<file path="src/rtl/mem_bus_arbiter_pkg.sv">
// Shared definitions for the IC/DM memory-port arbiter: bus width, FSM encoding, requester ids.
package mem_bus_arbiter_pkg;

  localparam int XLEN = 32;

  // Instruction refills are always full 32-bit words.
  localparam logic [2:0] IC_F3 = 3'b010;

  typedef enum logic [1:0] {
    ST_IDLE    = 2'b00,
    ST_BUSY_IC = 2'b01,
    ST_BUSY_DM = 2'b10
  } state_e;

  typedef enum logic {
    REQ_IC = 1'b0,
    REQ_DM = 1'b1
  } req_e;

endpackage

</file>
<file path="src/rtl/mem_bus_arbiter_if.sv">
// Bundle of the IC, DM and memory-side signals around the arbiter.
interface mem_bus_arbiter_if;
  import mem_bus_arbiter_pkg::*;

  logic            i_IC_req;
  logic [XLEN-1:0] i_IC_addr;
  logic            o_IC_ready;
  logic [XLEN-1:0] o_IC_rdata;

  logic            i_DM_rd;
  logic            i_DM_wr;
  logic [XLEN-1:0] i_DM_addr;
  logic [XLEN-1:0] i_DM_wd;
  logic [2:0]      i_DM_f3;
  logic            i_DM_atomic;
  logic            o_DM_ready;
  logic [XLEN-1:0] o_DM_rdata;

  logic            o_MEM_req;
  logic            o_MEM_wen;
  logic [XLEN-1:0] o_MEM_addr;
  logic [XLEN-1:0] o_MEM_wd;
  logic [2:0]      o_MEM_f3;
  logic            i_MEM_ready;
  logic [XLEN-1:0] i_MEM_rdata;

  // slave: the arbiter itself; master: the requesters and memory around it
  modport slave (
    input  i_IC_req, i_IC_addr,
    output o_IC_ready, o_IC_rdata,
    input  i_DM_rd, i_DM_wr, i_DM_addr, i_DM_wd, i_DM_f3, i_DM_atomic,
    output o_DM_ready, o_DM_rdata,
    output o_MEM_req, o_MEM_wen, o_MEM_addr, o_MEM_wd, o_MEM_f3,
    input  i_MEM_ready, i_MEM_rdata
  );

  modport master (
    output i_IC_req, i_IC_addr,
    input  o_IC_ready, o_IC_rdata,
    output i_DM_rd, i_DM_wr, i_DM_addr, i_DM_wd, i_DM_f3, i_DM_atomic,
    input  o_DM_ready, o_DM_rdata,
    input  o_MEM_req, o_MEM_wen, o_MEM_addr, o_MEM_wd, o_MEM_f3,
    output i_MEM_ready, i_MEM_rdata
  );

endinterface

</file>
<file path="src/rtl/mem_bus_arbiter_rr_arb2.sv">
// Two-way round-robin picker; IC can be masked off while a DM atomic lock is held.
module rr_arb2
  import mem_bus_arbiter_pkg::*;
(
  input  logic req_ic,
  input  logic req_dm,
  input  logic mask_ic,
  input  req_e last,
  output logic gnt_ic,
  output logic gnt_dm
);

  logic p_ic;

  assign p_ic = req_ic & ~mask_ic;

  always_comb begin
    gnt_ic = 1'b0;
    gnt_dm = 1'b0;
    if (p_ic && req_dm) begin
      // Tie goes to whoever was not served last.
      gnt_ic = (last == REQ_DM);
      gnt_dm = (last == REQ_IC);
    end else begin
      gnt_ic = p_ic;
      gnt_dm = req_dm;
    end
  end

endmodule

</file>
<file path="src/rtl/mem_bus_arbiter.sv">
// Shares one memory port between IC refill and DM accesses: round-robin grants,
// DM lock for atomic sequences, released after LOCK_TIMEOUT idle cycles.
module mem_bus_arbiter
  import mem_bus_arbiter_pkg::*;
#(
  parameter int LOCK_TIMEOUT = 16,
  parameter int CNT_W        = 5
) (
  input logic              i_clk,
  input logic              i_rst,
  mem_bus_arbiter_if.slave bus
);

  localparam logic [CNT_W-1:0] CNT_LAST = CNT_W'(LOCK_TIMEOUT - 1);

  state_e           state, state_nxt;
  req_e             last, last_nxt;
  logic             lock, lock_nxt;
  logic [CNT_W-1:0] cnt, cnt_nxt;

  logic dm_req;
  logic arb_req_ic, arb_req_dm, arb_mask_ic;
  logic gnt_ic, gnt_dm;
  logic handoff;

  assign dm_req = bus.i_DM_rd | bus.i_DM_wr;

  // In a completion cycle the finishing requester drops out, and a completing
  // DM access masks IC with the lock value it is about to write.
  assign arb_req_ic  = bus.i_IC_req & (state != ST_BUSY_IC);
  assign arb_req_dm  = dm_req & (state != ST_BUSY_DM);
  assign arb_mask_ic = (state == ST_BUSY_DM) ? bus.i_DM_atomic : lock;

  rr_arb2 u_rr_arb2 (
    .req_ic  (arb_req_ic),
    .req_dm  (arb_req_dm),
    .mask_ic (arb_mask_ic),
    .last    (last),
    .gnt_ic  (gnt_ic),
    .gnt_dm  (gnt_dm)
  );

  always_ff @(posedge i_clk) begin
    if (i_rst) begin
      state <= ST_IDLE;
      last  <= REQ_IC;
      lock  <= 1'b0;
      cnt   <= '0;
    end else begin
      state <= state_nxt;
      last  <= last_nxt;
      lock  <= lock_nxt;
      cnt   <= cnt_nxt;
    end
  end

  always_comb begin
    state_nxt      = state;
    last_nxt       = last;
    lock_nxt       = lock;
    cnt_nxt        = cnt;
    handoff        = 1'b0;
    bus.o_MEM_req  = 1'b0;
    bus.o_MEM_wen  = 1'b0;
    bus.o_MEM_addr = '0;
    bus.o_MEM_wd   = '0;
    bus.o_MEM_f3   = '0;
    bus.o_IC_ready = 1'b0;
    bus.o_IC_rdata = '0;
    bus.o_DM_ready = 1'b0;
    bus.o_DM_rdata = '0;

    case (state)
      ST_IDLE: begin
        handoff = 1'b1;
        if (lock && !dm_req) begin
          if (cnt == CNT_LAST) begin
            lock_nxt = 1'b0;
            cnt_nxt  = '0;
          end else begin
            cnt_nxt = cnt + 1'b1;
          end
        end
      end
      ST_BUSY_IC: begin
        if (!i_rst) begin
          bus.o_MEM_req  = 1'b1;
          bus.o_MEM_addr = bus.i_IC_addr;
          bus.o_MEM_f3   = IC_F3;
          bus.o_IC_ready = bus.i_MEM_ready;
          bus.o_IC_rdata = bus.i_MEM_ready ? bus.i_MEM_rdata : '0;
        end
        handoff = bus.i_MEM_ready;
      end
      ST_BUSY_DM: begin
        if (!i_rst) begin
          bus.o_MEM_req  = 1'b1;
          bus.o_MEM_wen  = bus.i_DM_wr;
          bus.o_MEM_addr = bus.i_DM_addr;
          bus.o_MEM_wd   = bus.i_DM_wd;
          bus.o_MEM_f3   = bus.i_DM_f3;
          bus.o_DM_ready = bus.i_MEM_ready;
          bus.o_DM_rdata = bus.i_MEM_ready ? bus.i_MEM_rdata : '0;
        end
        if (bus.i_MEM_ready) begin
          handoff  = 1'b1;
          lock_nxt = bus.i_DM_atomic;
          cnt_nxt  = '0;
        end
      end
      default: state_nxt = ST_IDLE;
    endcase

    // Grant straight from IDLE or from a completion cycle, so no bubble when the other side waits.
    if (handoff) begin
      state_nxt = ST_IDLE;
      if (gnt_ic) begin
        state_nxt = ST_BUSY_IC;
        last_nxt  = REQ_IC;
      end else if (gnt_dm) begin
        state_nxt = ST_BUSY_DM;
        last_nxt  = REQ_DM;
      end
    end
  end

endmodule

</file>
<file path="src/flat_wrapper.sv">
// flat-port wrapper written by rule: the top's interface ports become plain ports
module mem_bus_arbiter_flat import mem_bus_arbiter_pkg::*;
#(
  parameter int LOCK_TIMEOUT = 16,
  parameter int CNT_W        = 5
)
  (i_clk, i_rst, bus_i_IC_req, bus_i_IC_addr, bus_o_IC_ready, bus_o_IC_rdata, bus_i_DM_rd, bus_i_DM_wr, bus_i_DM_addr, bus_i_DM_wd, bus_i_DM_f3, bus_i_DM_atomic, bus_o_DM_ready, bus_o_DM_rdata, bus_o_MEM_req, bus_o_MEM_wen, bus_o_MEM_addr, bus_o_MEM_wd, bus_o_MEM_f3, bus_i_MEM_ready, bus_i_MEM_rdata);
  mem_bus_arbiter_if bus_i ();
  input logic i_clk;
  input logic i_rst;
  input wire logic [$bits(bus_i.i_IC_req)-1:0] bus_i_IC_req;
  input wire logic [$bits(bus_i.i_IC_addr)-1:0] bus_i_IC_addr;
  output wire logic [$bits(bus_i.o_IC_ready)-1:0] bus_o_IC_ready;
  output wire logic [$bits(bus_i.o_IC_rdata)-1:0] bus_o_IC_rdata;
  input wire logic [$bits(bus_i.i_DM_rd)-1:0] bus_i_DM_rd;
  input wire logic [$bits(bus_i.i_DM_wr)-1:0] bus_i_DM_wr;
  input wire logic [$bits(bus_i.i_DM_addr)-1:0] bus_i_DM_addr;
  input wire logic [$bits(bus_i.i_DM_wd)-1:0] bus_i_DM_wd;
  input wire logic [$bits(bus_i.i_DM_f3)-1:0] bus_i_DM_f3;
  input wire logic [$bits(bus_i.i_DM_atomic)-1:0] bus_i_DM_atomic;
  output wire logic [$bits(bus_i.o_DM_ready)-1:0] bus_o_DM_ready;
  output wire logic [$bits(bus_i.o_DM_rdata)-1:0] bus_o_DM_rdata;
  output wire logic [$bits(bus_i.o_MEM_req)-1:0] bus_o_MEM_req;
  output wire logic [$bits(bus_i.o_MEM_wen)-1:0] bus_o_MEM_wen;
  output wire logic [$bits(bus_i.o_MEM_addr)-1:0] bus_o_MEM_addr;
  output wire logic [$bits(bus_i.o_MEM_wd)-1:0] bus_o_MEM_wd;
  output wire logic [$bits(bus_i.o_MEM_f3)-1:0] bus_o_MEM_f3;
  input wire logic [$bits(bus_i.i_MEM_ready)-1:0] bus_i_MEM_ready;
  input wire logic [$bits(bus_i.i_MEM_rdata)-1:0] bus_i_MEM_rdata;
  assign bus_i.i_IC_req = bus_i_IC_req;
  assign bus_i.i_IC_addr = bus_i_IC_addr;
  assign bus_o_IC_ready = bus_i.o_IC_ready;
  assign bus_o_IC_rdata = bus_i.o_IC_rdata;
  assign bus_i.i_DM_rd = bus_i_DM_rd;
  assign bus_i.i_DM_wr = bus_i_DM_wr;
  assign bus_i.i_DM_addr = bus_i_DM_addr;
  assign bus_i.i_DM_wd = bus_i_DM_wd;
  assign bus_i.i_DM_f3 = bus_i_DM_f3;
  assign bus_i.i_DM_atomic = bus_i_DM_atomic;
  assign bus_o_DM_ready = bus_i.o_DM_ready;
  assign bus_o_DM_rdata = bus_i.o_DM_rdata;
  assign bus_o_MEM_req = bus_i.o_MEM_req;
  assign bus_o_MEM_wen = bus_i.o_MEM_wen;
  assign bus_o_MEM_addr = bus_i.o_MEM_addr;
  assign bus_o_MEM_wd = bus_i.o_MEM_wd;
  assign bus_o_MEM_f3 = bus_i.o_MEM_f3;
  assign bus_i.i_MEM_ready = bus_i_MEM_ready;
  assign bus_i.i_MEM_rdata = bus_i_MEM_rdata;
  mem_bus_arbiter #(.LOCK_TIMEOUT(LOCK_TIMEOUT), .CNT_W(CNT_W)) u_core (.i_clk(i_clk), .i_rst(i_rst), .bus(bus_i));
endmodule
</file>
<file path="config.mk">
export PLATFORM = sky130hd
export DESIGN_NAME = mem_bus_arbiter_flat
export DESIGN_NICKNAME = d
export VERILOG_FILES = /design/src/rtl/mem_bus_arbiter_pkg.sv /design/src/rtl/mem_bus_arbiter_if.sv /design/src/rtl/mem_bus_arbiter_rr_arb2.sv /design/src/rtl/mem_bus_arbiter.sv /design/src/flat_wrapper.sv
export SDC_FILE = /design/constraint.sdc
export NUM_CORES = 1
export LEC_CHECK = 0
export CORE_AREA = 2 2 105 107
export CTS_CLUSTER_DIAMETER = 150
export DETAILED_ROUTE_END_ITERATION = 12
export DIE_AREA = 0 0 107 109
export PLACE_DENSITY_LB_ADDON = 0.25
export RECOVER_POWER = 100
export SYNTH_ARGS = -nofsm -noshare
export SYNTH_HDL_FRONTEND = slang
export SYNTH_SLANG_ARGS = --single-unit
</file>
<file path="constraint.sdc">
create_clock -name i_clk -period 2.2 [get_ports i_clk]
set_clock_uncertainty 0.1 [all_clocks]
set_input_delay 0.44 -clock i_clk [delete_from_list [all_inputs] [get_ports i_clk]]
set_output_delay 0.44 -clock i_clk [all_outputs]
set_load 0.1 [all_outputs]
</file>
==> results by group <==
Status
  – Status: finished, violations left
  – Failing checks: negative setup slack

Floorplan
  – Die footprint: around 12,000 µm²
  – Initial Utilization: 16.59%
  – # IOs: between 200 and 300
  – Row count: 38
  – Core area: about 11,000 µm²
  – Die Span Y: 109 µm
  – Die width: 107 µm

Final layout
  – Footprint of the multi-input gates: between 2000 and 2500 µm²
  – Area Overhead vs Synth: 326.0%
  – Register area: 187.7 µm²
  – Nets@finish: between 600 and 700
  – Ant diodes: 0
  – Fin cells: between 600 and 700
  – Final core occ: 70.68%
  – Ratio of cells with drive above 1 in the final layout: between 60 and 70%
  – Fill cells: 721

Yosys
  – Unique masters post-synth: 33
  – Largest area contributor in the netlist: and3_1
  – Mapped Avg Cell Area: roughly 6.8 µm²
  – Most frequent cell after synthesis: and3_1
  – Post-synth EDFFs: 0
  – Main synth FF type: dfxtp_1
  – #FFs+latches synth: 9
  – Post-synth ARST share: 0%
  – Seq/Total Area, Yosys: between 10 and 15%
  – Post-synth top area share: a little under a quarter
  – Post-Syn Nets: 401
  – Top cells by count, synth: and3_1 (66), and2_1 (36), nor2b_1 (28)
  – Synth Warn #: 0
  – Largest cells by area after synthesis: and3_1 (23%), and2_1 (13%), dfxtp_1 (10%)
  – Syn Inst Count: 257
  – Mapped Area: roughly 1800 µm²

Power and ir drop
  – Pleak: about 0.0029 µW
  – Pwr Total: between 5000 and 6000 µW
  – Pwr dens: between 700 and 800 nW/µm²
  – Worst vdd ir: around 0.00052 V

STA
  – Tcrit/Tclk final: 104.0%
  – Final hold vios: 0
  – Pins Over Slew Limit: 0
  – Actual slew at the worst max-slew pin: slightly above 0.5 ns
  – Final Setup Violations: between 100 and 150
  – Slew headroom: about two thirds
  – RSZ-0062 raised after global routing: true
  – Setup TNS: -4.852 ns
  – Fmax achieved: roughly 0.44 GHz
  – Minimum clock period: between 2 and 2.5 ns
  – Setup ws final: -0.08854 ns

Hold path
  – Hold Path Class: register to register

Clock network
  – Clk slew on worst S/H paths: ~0.050 ns
  – Clk sink count: 9
  – Clk root buf: clkbuf_8
  – CTS H-tree depth: 1
  – Hold Buf Count CTS: 0
  – CTS Buffer Depth: 2
  – TritonCTS clock tree: yes
  – Worst skew pair latency: around 0.23 ns
  – Inserted Clock Buffers: 3

Global route
  – Total GRT Usage: ~20%
  – Initial antenna violation count: 0
  – Vias in the first global route: ~3,300
  – Largest net degree at the start of global routing: 67
  – Remaining global-route overflow: 0
  – First-pass GRT wire length: roughly 18,000 µm

Critical path
  – Crit. End Element: output port
  – Required time of the critical path: 1.66 ns
  – Crit-path max FO: 8
  – Critical path startpoint category: register
  – CP arrival: roughly 1.8 ns
  – Critical path class: register to output port

Drt
  – Drt pass-1 iters: 4
  – Total Routed Length: between 10,000 and 15,000 µm
  – DRC errors left: 0
  – DR iter-0 viols: 89
  – Routed len/inst: slightly below 20 µm
  – Vias per std cell: between 4 and 5
  – Post-DRT Antenna Nets: 0
  – DR vias: 3,218

Placed design
  – Post-DP HPWL: 9415 µm
  – Pre-CTS WS: -0.3155 ns
  – # port buffers: around 270
  – Inst Count DP: approximately 660
  – Gpl congestion: between 0.7 and 0.8

Job
  – MaxCap Viol Count: 0
==> layout by cell type, fill, tap and decap left out, types with 2 or more instances in the layout <==
cell type and n:
a21oi_1 9, a22o_4 9, a22oi_2 23, and2_4 39
and3_4 66, buf_12 140, buf_16 7, buf_4 11
buf_6 12, buf_8 2, clkbuf_16 5, clkbuf_8 3
clkdlybuf4s50_1 135, dfxtp_1 7, dfxtp_4 2, ha_1 2
ha_4 4, inv_1 2, nand2_1 6, nor2_1 4
nor2b_4 28, nor3b_1 3, o21ai_0 4, o21ai_1 2
or4_1 3, or4b_1 2
==> report_power, final <==
group	internal, µW	leakage (µW)	switching (µW)
clock	124	0.0000255	69.2
sequential	207	0.0000746	54.3
combinational	2390	0.00276	2930
total	2720	0.00286	3050
==> cell families (layout without fill, tap and decap cells) <==
logic type | after synthesis | in the layout | share of synthesized area (%)
AOI/OAI and AO/OA | 50 | 50 | 20.27
adders and majority gates | 6 | 6 | 4.267
buffers and inverters | 33 | 323 | 7.468
DFF | 9 | 9 | 10.24
muxes | 2 | 2 | 1.493
and+or+nand+nor | 157 | 159 | 56.26
==> critical path, cell delays in order (launching register included) <==
cell and delay, ns:
dfxtp_4 0.37, inv_6 0.09, ha_4 0.14, nor2b_4 0.23, buf_8 0.19, clkbuf_16 0.17
and2_4 0.15, buf_12 0.16
==> through the flow <==
step / area [µm²] / hold slack, ns
floorplan: 2271 / 0.3488
finish: 7493 / 0.3715
global placement: 6564 / 0.3544
global route: 7493 / 0.3838
detailed placement: 6564 / 0.3645
CTS: 7217 / 0.3699
==> sequential cells by signal, indices dropped and copies added (netlist names) <==
register	count
u_core.lock	1
u_core.cnt	5
u_core.state	2
u_core.last	1
==> per-layer routing <==
layer	share of wire [%]	track usage [%]
met4	1.1	3.432
met2	57	42.17
met1	34	20.20
met3	7.9	5.678
met5	0	0
==> final timing paths <==
check | startpoint | depth (start not counted) | end | slack [ns]
hold reg to reg | u_core.cnt[1] | 2 | u_core.cnt[1] | 0.37
hold / removal | u_core.cnt[1] | 2 | u_core.cnt[1] | 0.37
setup / recovery | u_core.state[0] | 7 | bus_o_MEM_wd[27] | -0.09
setup reg to reg | u_core.state[1] | 7 | u_core.state[1] | 0.16
==> final cells by class <==
class / instances / share of cell area (%)
Timing Repair Buffer: 315 / 63.27
Multi-Input combinational cell: 217 / 30.97
Sequential cell: 9 / 2.505
Tap cell: 140 / 2.338
Clock buffer: 3 / 0.5510
Inverter: 4 / 0.3006
Clock inverter: 1 / 0.06679
==> timing repair <==
action | CTS | global route
endpoints found under the setup margin | 133 | 134
setup buffers | 11 | 3
gates resized for setup | 93 | 49
pin swaps | 30 | 19
cloned | 10 | 6
No activity file was read; power rests on OpenSTA's default activity.
